--- config.mk ---
export PLATFORM = sky130hd
export DESIGN_NAME = crc_pkt_stim_gen
export DESIGN_NICKNAME = d
export VERILOG_FILES = /design/src/rtl/crc_pkt_stim_gen.sv
export SDC_FILE = /design/constraint.sdc
export NUM_CORES = 1
export LEC_CHECK = 0
export ABC_AREA = 1
export ABC_CLOCK_PERIOD_IN_PS = 4430
export BUFFER_PORTS_ARGS = -buffer_cell sky130_fd_sc_hd__buf_2
export CAP_MARGIN = 20
export CORE_MARGIN = 5
export CORE_UTILIZATION = 50
export DETAILED_ROUTE_END_ITERATION = 10
export PLACE_DENSITY = 0.73
export REMOVE_ABC_BUFFERS = 1
export SYNTH_ARGS = -nofsm -noshare
export SYNTH_HDL_FRONTEND = slang
export SYNTH_SLANG_ARGS = --single-unit
--- constraint.sdc ---
create_clock -name clk -period 4.43 [get_ports clk]
set_input_delay 0.2215 -clock clk [delete_from_list [all_inputs] [get_ports clk]]
set_output_delay 0.2215 -clock clk [all_outputs]
set_load 0.03 [all_outputs]
--- src/rtl/crc_pkt_stim_gen.sv ---
// Packet stimulus generator: emits flit streams of fixed or xorshift32-random length
// with an incrementing byte pattern, honouring ready back-pressure and an optional packet limit.
module crc_pkt_stim_gen #(
    parameter int unsigned DWIDTH    = 512,
    parameter int unsigned BYTE_BITS = 12,
    parameter logic [15:0] PKT_LIMIT = 16'd100,
    parameter int unsigned GAP       = 0,
    parameter logic [31:0] SEED      = 32'h19911102
) (
    input  logic                  clk,
    input  logic                  rst_n,
    input  logic                  start,
    input  logic [BYTE_BITS-1:0]  cfg_len,
    input  logic                  ready,
    output logic [DWIDTH-1:0]     dout,
    output logic [DWIDTH/8-1:0]   byteEn,
    output logic                  dlast,
    output logic                  flitEn,
    output logic [15:0]           pkt_cnt,
    output logic                  done,
    output logic                  busy
);

    localparam int unsigned NB = DWIDTH / 8;
    localparam int unsigned GW = 8;

    typedef enum logic [2:0] {
        S_IDLE,
        S_LOAD,
        S_SEND,
        S_GAPW,
        S_DONE
    } state_t;

    state_t               state_q, state_d;
    logic [31:0]          rng_q, rng_d;
    logic [BYTE_BITS-1:0] len_q, len_d;
    logic [BYTE_BITS-1:0] off_q, off_d;
    logic [7:0]           base_q, base_d;
    logic [15:0]          pkt_cnt_q, pkt_cnt_d;
    logic                 done_q, done_d;
    logic                 busy_q, busy_d;
    logic [GW-1:0]        gap_q, gap_d;
    logic [DWIDTH-1:0]    dout_q, dout_d;
    logic [NB-1:0]        be_q, be_d;
    logic                 dlast_q, dlast_d;
    logic                 flit_en_q, flit_en_d;

    logic [BYTE_BITS-1:0] len_load_c;
    logic [BYTE_BITS-1:0] len_src_c;
    logic [BYTE_BITS-1:0] off_src_c;
    logic [7:0]           base_src_c;
    logic [BYTE_BITS-1:0] rem_c;
    logic [DWIDTH-1:0]    bld_data_c;
    logic [NB-1:0]        bld_be_c;
    logic                 bld_last_c;

    function automatic logic [31:0] xorshift32(input logic [31:0] x);
        logic [31:0] y;
        y = x ^ (x << 13);
        y = y ^ (y >> 17);
        y = y ^ (y << 5);
        return y;
    endfunction

    // Packet length chosen at LOAD; a random draw of zero becomes a one-byte packet.
    always_comb begin
        len_load_c = cfg_len;
        if (cfg_len == '0) begin
            len_load_c = rng_q[BYTE_BITS-1:0];
            if (rng_q[BYTE_BITS-1:0] == '0) begin
                len_load_c = BYTE_BITS'(1);
            end
        end
    end

    // LOAD builds the first flit; SEND builds the one after the flit being shown.
    always_comb begin
        len_src_c  = len_q;
        off_src_c  = off_q + BYTE_BITS'(NB);
        base_src_c = base_q;
        if (state_q == S_LOAD) begin
            len_src_c  = len_load_c;
            off_src_c  = '0;
            base_src_c = pkt_cnt_q[7:0];
        end
    end

    always_comb begin
        rem_c      = len_src_c - off_src_c;
        bld_data_c = '0;
        bld_be_c   = '0;
        for (int i = 0; i < int'(NB); i++) begin
            if (int'(rem_c) > i) begin
                bld_be_c[NB-1-i]             = 1'b1;
                bld_data_c[DWIDTH-1-8*i -: 8] = base_src_c + 8'(off_src_c) + 8'(i);
            end
        end
        bld_last_c = (int'(rem_c) <= int'(NB));
    end

    // Next-state and registered-output logic.
    always_comb begin
        state_d   = state_q;
        rng_d     = rng_q;
        len_d     = len_q;
        off_d     = off_q;
        base_d    = base_q;
        pkt_cnt_d = pkt_cnt_q;
        gap_d     = gap_q;
        dout_d    = dout_q;
        be_d      = be_q;
        dlast_d   = dlast_q;
        flit_en_d = flit_en_q;

        case (state_q)
            S_IDLE: begin
                if (start) begin
                    state_d = S_LOAD;
                end else begin
                    pkt_cnt_d = '0;
                end
            end
            S_LOAD: begin
                len_d     = len_load_c;
                rng_d     = xorshift32(rng_q);
                base_d    = pkt_cnt_q[7:0];
                off_d     = '0;
                dout_d    = bld_data_c;
                be_d      = bld_be_c;
                dlast_d   = bld_last_c;
                flit_en_d = 1'b1;
                state_d   = S_SEND;
            end
            S_SEND: begin
                if (flit_en_q && ready) begin
                    if (dlast_q) begin
                        pkt_cnt_d = pkt_cnt_q + 16'd1;
                        dout_d    = '0;
                        be_d      = '0;
                        dlast_d   = 1'b0;
                        flit_en_d = 1'b0;
                        if ((PKT_LIMIT != 16'd0) && ((pkt_cnt_q + 16'd1) == PKT_LIMIT)) begin
                            state_d = S_DONE;
                        end else if (!start) begin
                            state_d = S_IDLE;
                        end else if (GAP > 0) begin
                            state_d = S_GAPW;
                            gap_d   = GW'(GAP - 1);
                        end else begin
                            state_d = S_LOAD;
                        end
                    end else begin
                        off_d   = off_src_c;
                        dout_d  = bld_data_c;
                        be_d    = bld_be_c;
                        dlast_d = bld_last_c;
                    end
                end
            end
            S_GAPW: begin
                if (gap_q == '0) begin
                    state_d = start ? S_LOAD : S_IDLE;
                end else begin
                    gap_d = gap_q - GW'(1);
                end
            end
            S_DONE: begin
                if (!start) begin
                    state_d   = S_IDLE;
                    pkt_cnt_d = '0;
                end
            end
            default: begin
                state_d = S_IDLE;
            end
        endcase

        done_d = (state_d == S_DONE);
        busy_d = (state_d == S_LOAD) || (state_d == S_SEND) || (state_d == S_GAPW);
    end

    always_ff @(posedge clk) begin
        if (!rst_n) begin
            state_q   <= S_IDLE;
            rng_q     <= SEED;
            len_q     <= '0;
            off_q     <= '0;
            base_q    <= '0;
            pkt_cnt_q <= '0;
            done_q    <= 1'b0;
            busy_q    <= 1'b0;
            gap_q     <= '0;
            dout_q    <= '0;
            be_q      <= '0;
            dlast_q   <= 1'b0;
            flit_en_q <= 1'b0;
        end else begin
            state_q   <= state_d;
            rng_q     <= rng_d;
            len_q     <= len_d;
            off_q     <= off_d;
            base_q    <= base_d;
            pkt_cnt_q <= pkt_cnt_d;
            done_q    <= done_d;
            busy_q    <= busy_d;
            gap_q     <= gap_d;
            dout_q    <= dout_d;
            be_q      <= be_d;
            dlast_q   <= dlast_d;
            flit_en_q <= flit_en_d;
        end
    end

    assign dout    = dout_q;
    assign byteEn  = be_q;
    assign dlast   = dlast_q;
    assign flitEn  = flit_en_q;
    assign pkt_cnt = pkt_cnt_q;
    assign done    = done_q;
    assign busy    = busy_q;

endmodule

==> results of run 1 <==
==> critical path, delay by kind of cell, from the launching register on <==
kind / cells / cell delay, ps
AND/OR/NAND/NOR: 10 / 1390
adder cells (fa/ha/maj): 2 / 880
buffers and inverters: 4 / 750
AO/OA/AOI/OAI: 4 / 540
flip-flops: 1 / 360
XOR/XNOR: 1 / 230
==> metrics by stage <==
step                cells  TNS (ps)
global placement     5393         0
global route         5526         0
CTS                  5524         0
floorplan            3851  -3144050
finish               5526         0
detailed placement   5393         0
==> cell type report <==
class                           count  share of cell area (%)
Clock buffer                      103                    5.88
Clock inverter                     26                    1.05
Inverter                          266                    2.77
Multi-Input combinational cell   2914                    39.7
Sequential cell                   671                    36.0
Tap cell                          782                    2.62
Timing Repair Buffer              764                    11.9
==> worst min path at each step <==
stage,from,end,depth (start not counted),slack [ps]
floorplan,rst_n,byteEn[40],2,320
global placement,off_q[0],off_q[0],2,430
detailed placement,off_q[0],off_q[0],2,440
CTS,cfg_len[11],len_q[11],5,60
global route,cfg_len[11],len_q[11],5,110
finish,cfg_len[0],len_q[0],5,80
==> flip-flops by register name, summed over array words and instances, names as in the netlist, 3 cells and up <==
register and flops:
len_q 12, rng_q 32, gap_q 8, dout 512, pkt_cnt 16, state_q 3
byteEn 64, base_q 8, off_q 12
==> power breakdown <==
group / total [mW] / internal [mW] / switching (mW)
Clock: 6.52 / 3.93 / 2.59
Combinational: 5.65 / 1.65 / 4.00
Sequential: 6.87 / 6.57 / 0.306
==> kinds of logic after synthesis <==
family	after synthesis	synth area share [%]
AO/OA/AOI/OAI	850	14.9
XOR/XNOR	231	6.71
adder cells (fa/ha/maj)	52	2.21
buffers and inverters	515	6.69
flip-flops	671	44.6
AND/OR/NAND/NOR	1781	25.0
==> placed cells by master (no fill, tap or decap), types with 11 or more instances in the layout <==
| master | netlist | routed |
|---|---|---|
| a21oi_1 | 690 | 688 |
| buf_12 | 0 | 19 |
| buf_2 | 37 | 611 |
| buf_4 | 10 | 131 |
| clkbuf_16 | 0 | 76 |
| clkbuf_8 | 0 | 19 |
| dfxtp_1 | 671 | 670 |
| ha_1 | 50 | 45 |
| inv_1 | 251 | 249 |
| nand2_1 | 1181 | 1171 |
| nand2_2 | 19 | 24 |
| nand3_1 | 246 | 245 |
| nand3b_1 | 33 | 33 |
| nand4_1 | 62 | 62 |
| nor2_1 | 174 | 168 |
| nor2_4 | 8 | 11 |
| nor3_1 | 11 | 11 |
| o21ai_0 | 94 | 92 |
| o21bai_1 | 19 | 19 |
| or2_2 | 20 | 20 |
| xnor2_1 | 68 | 68 |
| xor2_1 | 163 | 163 |
==> cells in the mapped netlist, types with 10 or more instances <==
cell type	number
a21oi_1	690
and2_1	10
ha_1	50
nand2_2	19
nor2_1	174
nand2_1	1181
or2_2	20
o21ai_0	94
nor3_1	11
a2bb2oi_1	10
o211ai_2	10
inv_1	251
o21bai_1	19
buf_2	37
nand3_1	246
nand3b_1	33
dfxtp_1	671
buf_1	23
buf_4	10
xnor2_1	68
nand4_1	62
clkbuf_1	179
xor2_1	163
==> repair_timing <==
item | CTS | global route
hold endpoints to repair | 4 | 0
buffers inserted | 0 | 2
hold buffers | 2 | 0
setup endpoints to repair | 0 | 244
gates resized for setup | 0 | 25
==> metal layers <==
layer / share of wire [%] / track usage (%) / vias up
met3: 10 / 8.85 / 322
met2: 45 / 55.8 / 1623
met1: 40 / 45.7 / 14500
met5: 0 / 0 / -
li1: - / - / 14500
met4: 4.8 / 15.1 / 0
==> metrics.txt, run 1 <==
Hold Slack 80.1 ps; Num CTS Buffers 73; peak supply drop 0.000297 V; pin count of the biggest net entering global routing 158; Die W 256 µm; Arrival @ worst endpoint 4780 ps; Antenna Nets Post-Route 0; largest area contributor in the netlist dfxtp_1; max-cap violations 0; # diodes 0; Achievable Freq 236 MHz; clock root cell clkbuf_16; Post-DP Area 34,600 µm²; CTS tree done; Area contributors post-synth dfxtp_1, nand2_1, a21oi_1; Synth Instances 4,100; clock sink total 671; Max FO, Critical Path 11; FF-to-FF End dout[174]; crit share post-route 95.6%; first-pass GRT wire length 180,000 µm; fillcell total 5,614; Core Area 60,000 µm²; area grow syn2layout 23.7%; Distinct cells, synth 43; crit path from state_q[2]; clk buf depth 3; Slew headroom 33.9%; gr usage total 35.1%; area share of the largest cell type after synthesis 44.6%; DR iter-0 viols 3,681; Seq. cell area 13,400 µm²; slowest stage cell, crit path ha_1; critical path class reg -> reg; Hold Violations, Final 0; Nets 4,758; setup ws final 194 ps; share of cells above drive strength 1 21.0%; latest clock arrival within the worst-skew pair 620 ps; endpoints failing setup 0; total power 19.0 mW; R2R cell count 21; crit path to dout[174]; startpoint types register; DR WL/cell 22.0 µm; FFs w/ async S/R, synth 0%; register area share after synthesis 44.6%; initial antenna violation count 0; Die Y-Extent 256 µm; Tmin final 4240 ps; RR Startpoint state_q[2]; Tightest Pin Transition 991 ps; fin. max-slew vios 0; number of port buffers 611; initial core utilization 50.2%; CP Cell Sequence nor2_1, nand2_2, clkinvlp_4, buf_4, or2_2, inv_1, a21oi_1, ha_1, nand3_1, nand3_1, nand2_1, nand2_1, a21oi_1, or2_2, nand2_4, ha_1, inv_1, o21ai_0, xor2_1, nand3_1, a21oi_1; Leakage Power 16.7 nW; HPWL Detailed 86,300 µm; vias in the first global route 28,600; TritonRoute pass-1 iters 6; R2R setup slack 190 ps; Reg clk slew, reported paths 60 ps; multi-input logic area 14,800 µm²; DR DRC count 0; worst min path class in -> reg; routed wire length 122,000 µm; Yosys reg bits 671; worst clock skew 16.6 ps; number of synthesized flops with an enable pin 0; CP required 4970 ps; total congestion overflow 0; status finished clean; Crit. End Element register; via count 30,900; P per Cell Area 511 nW/µm²; htree depth 3; Synth Area per Inst 7.35 µm²; Layout Utilization 62.1%; synthesized area 30,100 µm²; vias per cell 5.60; YS warnings 0; design area 37,300 µm²; gpl congestion 1.04; RSZ-0062 raised after global routing false; DIE AREA 65,300 µm²; Top FF cell, synth dfxtp_1; Top Ports 612; dpl ws 164 ps; Site Rows 90; Worst path max stage delay 510 ps
Power figures use the tool's default switching activity.
==> run 2: changes to the inputs <==
Settings changed: CORE_MARGIN 5 to 1, CORE_UTILIZATION 50 to 30, PLACE_DENSITY 0.73 to 0.47.
==> run 2 against run 1 <==
  * Die area up 56%
  * Wire length increased by 14%
  * Register-to-register slack about the same
  * Clock power about the same
  * Sequential share of layout area shrank 1.0 points
  * Critical path depth rose by 1
  * Non-clock buffer count grew 31
  * Clock skew up 1.2 ps
  * Combinational power increased by 4.8%
  * Maximum frequency grew 0.17%
  * Worst hold slack improved by 51 ps
  * Critical path type unchanged
  * Critical endpoint is now dout[63]
  * Largest cell class unchanged
  * Highest routed layer unchanged
==> metrics.txt, run 2 (same netlist as run 1, synthesis figures left out) <==
Arrival @ worst endpoint 4740 ps; setup TNS 0 ps; fillcell total 10,700; # diodes 0; Max FO, Critical Path 14; most frequent cells in the layout nand2_1, a21oi_1, dfxtp_1, buf_2, inv_1; Tightest Pin Transition 1010 ps; crit share post-route 95.5%; HPWL Detailed 98,700 µm; RR Startpoint state_q[0]; Layout Utilization 38.8%; P per Cell Area 503 nW/µm²; DR iter-0 viols 2,578; pin count of the biggest net entering global routing 148; number of port buffers 611; vias per cell 4.97; max-cap violations 0; Die W 319 µm; Crit. End Element register; DR DRC count 0; TritonRoute pass-1 iters 8; gr usage total 26.3%; clk buf depth 3; Seq. cell area 13,400 µm²; Core Area 99,000 µm²; initial core utilization 30.5%; Site Rows 115; max reg flops 512; first-pass GRT wire length 199,000 µm; gpl congestion 0.935; DIE AREA 102,000 µm²; Top Ports 612; peak supply drop 0.000277 V; fin. max-slew vios 0; clock root cell clkbuf_16; htree depth 3; initial antenna violation count 0; worst clock skew 17.8 ps; total congestion overflow 0; endpoints failing setup 0; via count 30,200; crit path from state_q[0]; Antenna Nets Post-Route 0; RSZ-0062 raised after global routing true; latest clock arrival within the worst-skew pair 660 ps; worst min path class in -> reg; routed wire length 139,000 µm; share of cells above drive strength 1 21.6%; HP Start cfg_len[9]; startpoint types register; CTS tree done; vias in the first global route 28,500; Hold Violations, Final 0; critical path class reg -> reg; Num CTS Buffers 82; DR WL/cell 22.9 µm; area grow syn2layout 27.3%; Tmin final 4230 ps; status finished clean; Achievable Freq 236 MHz; Die Y-Extent 319 µm; CP required 4940 ps; clock sink total 671; Leakage Power 16.8 nW; Reg clk slew, reported paths 60 ps; commonest non-fill, non-tap cell in the layout nand2_1; Slew headroom 32.6%; Hold Slack 132 ps; multi-input logic area 14,900 µm²; Nets 4,798
## run 2: changes by cell type in the layout (fill, tap and decap cells not counted), sizes merged
cell / change
buf: +30
bufinv: -8
clkbuf: +19
clkinv: +10
clkinvlp: -1
dlygate4sd3: +1
## run 2: repair_timing
action                                  CTS  global route
endpoints found under the setup margin    5           215
gates resized for setup                   2            43
hold buffers                              3             0
pin swaps                                 0             3
endpoints found under the hold margin     6             0
buffers inserted                          0             8
## run 2: layout make-up
type / count / share of cell area (%)
clock inverter: 27 / 0.470
sequential: 671 / 35.0
inverter: 266 / 2.71
multi-input combinational: 2914 / 38.9
timing repair buffer: 795 / 12.5
clock buffer: 122 / 6.21
tap: 1287 / 4.20
## run 2: path summary, 6_finish.rpt
check | endpoint | slack, ps | cells after the start
worst max-delay path | dout[63] | 200 | 22
worst min-delay path | len_q[11] | 130 | 8
worst max register to register | dout[63] | 200 | 22
worst min register to register | off_q[0] | 450 | 2
## run 2: report_power, final
part	internal [mW]	switching, mW	leakage, nW	total [mW]
Combinational	1.74	4.18	10.1	5.92
Clock	3.73	2.81	1.27	6.54
Sequential	6.57	0.288	5.47	6.86
## run 2: routing by layer
layer | part of all wire (%) | wire, µm | vias up | track usage, %
met5 | 0 | 0 | - | 0
met2 | 46 | 64400 | 967 | 43.1
met1 | 43 | 59800 | 14500 | 33.8
li1 | - | - | 14600 | -
met4 | 2.7 | 3740 | 0 | 7.39
met3 | 7.9 | 11000 | 167 | 7.07
## run 2: stage by stage
stage	power (mW)	setup WS [ps]	std cells	instance area (µm²)
finish	19.3	201	6082	38400
floorplan	10.5	-5230	3851	29100
global route	20.2	-7.51	6082	38400
detailed placement	12.8	-135	5922	35500
global placement	12.8	-99.7	5922	35500
CTS	19.4	8.36	6074	38100
## run 2: worst max-delay path, cell delays in order, from the launching register on
cell	delay [ps]
dfxtp_1	360
inv_1	50
nor2_1	150
nand2_2	100
clkinv_1	100
buf_4	180
or2_2	120
inv_1	40
a21oi_1	280
ha_1	290
nand3_1	70
nand3_1	110
or2_2	300
nand2_2	200
buf_4	310
ha_1	210
inv_1	190
a21oi_4	280
inv_1	150
xor2_2	310
inv_1	70
nand4_1	120
a21oi_1	80
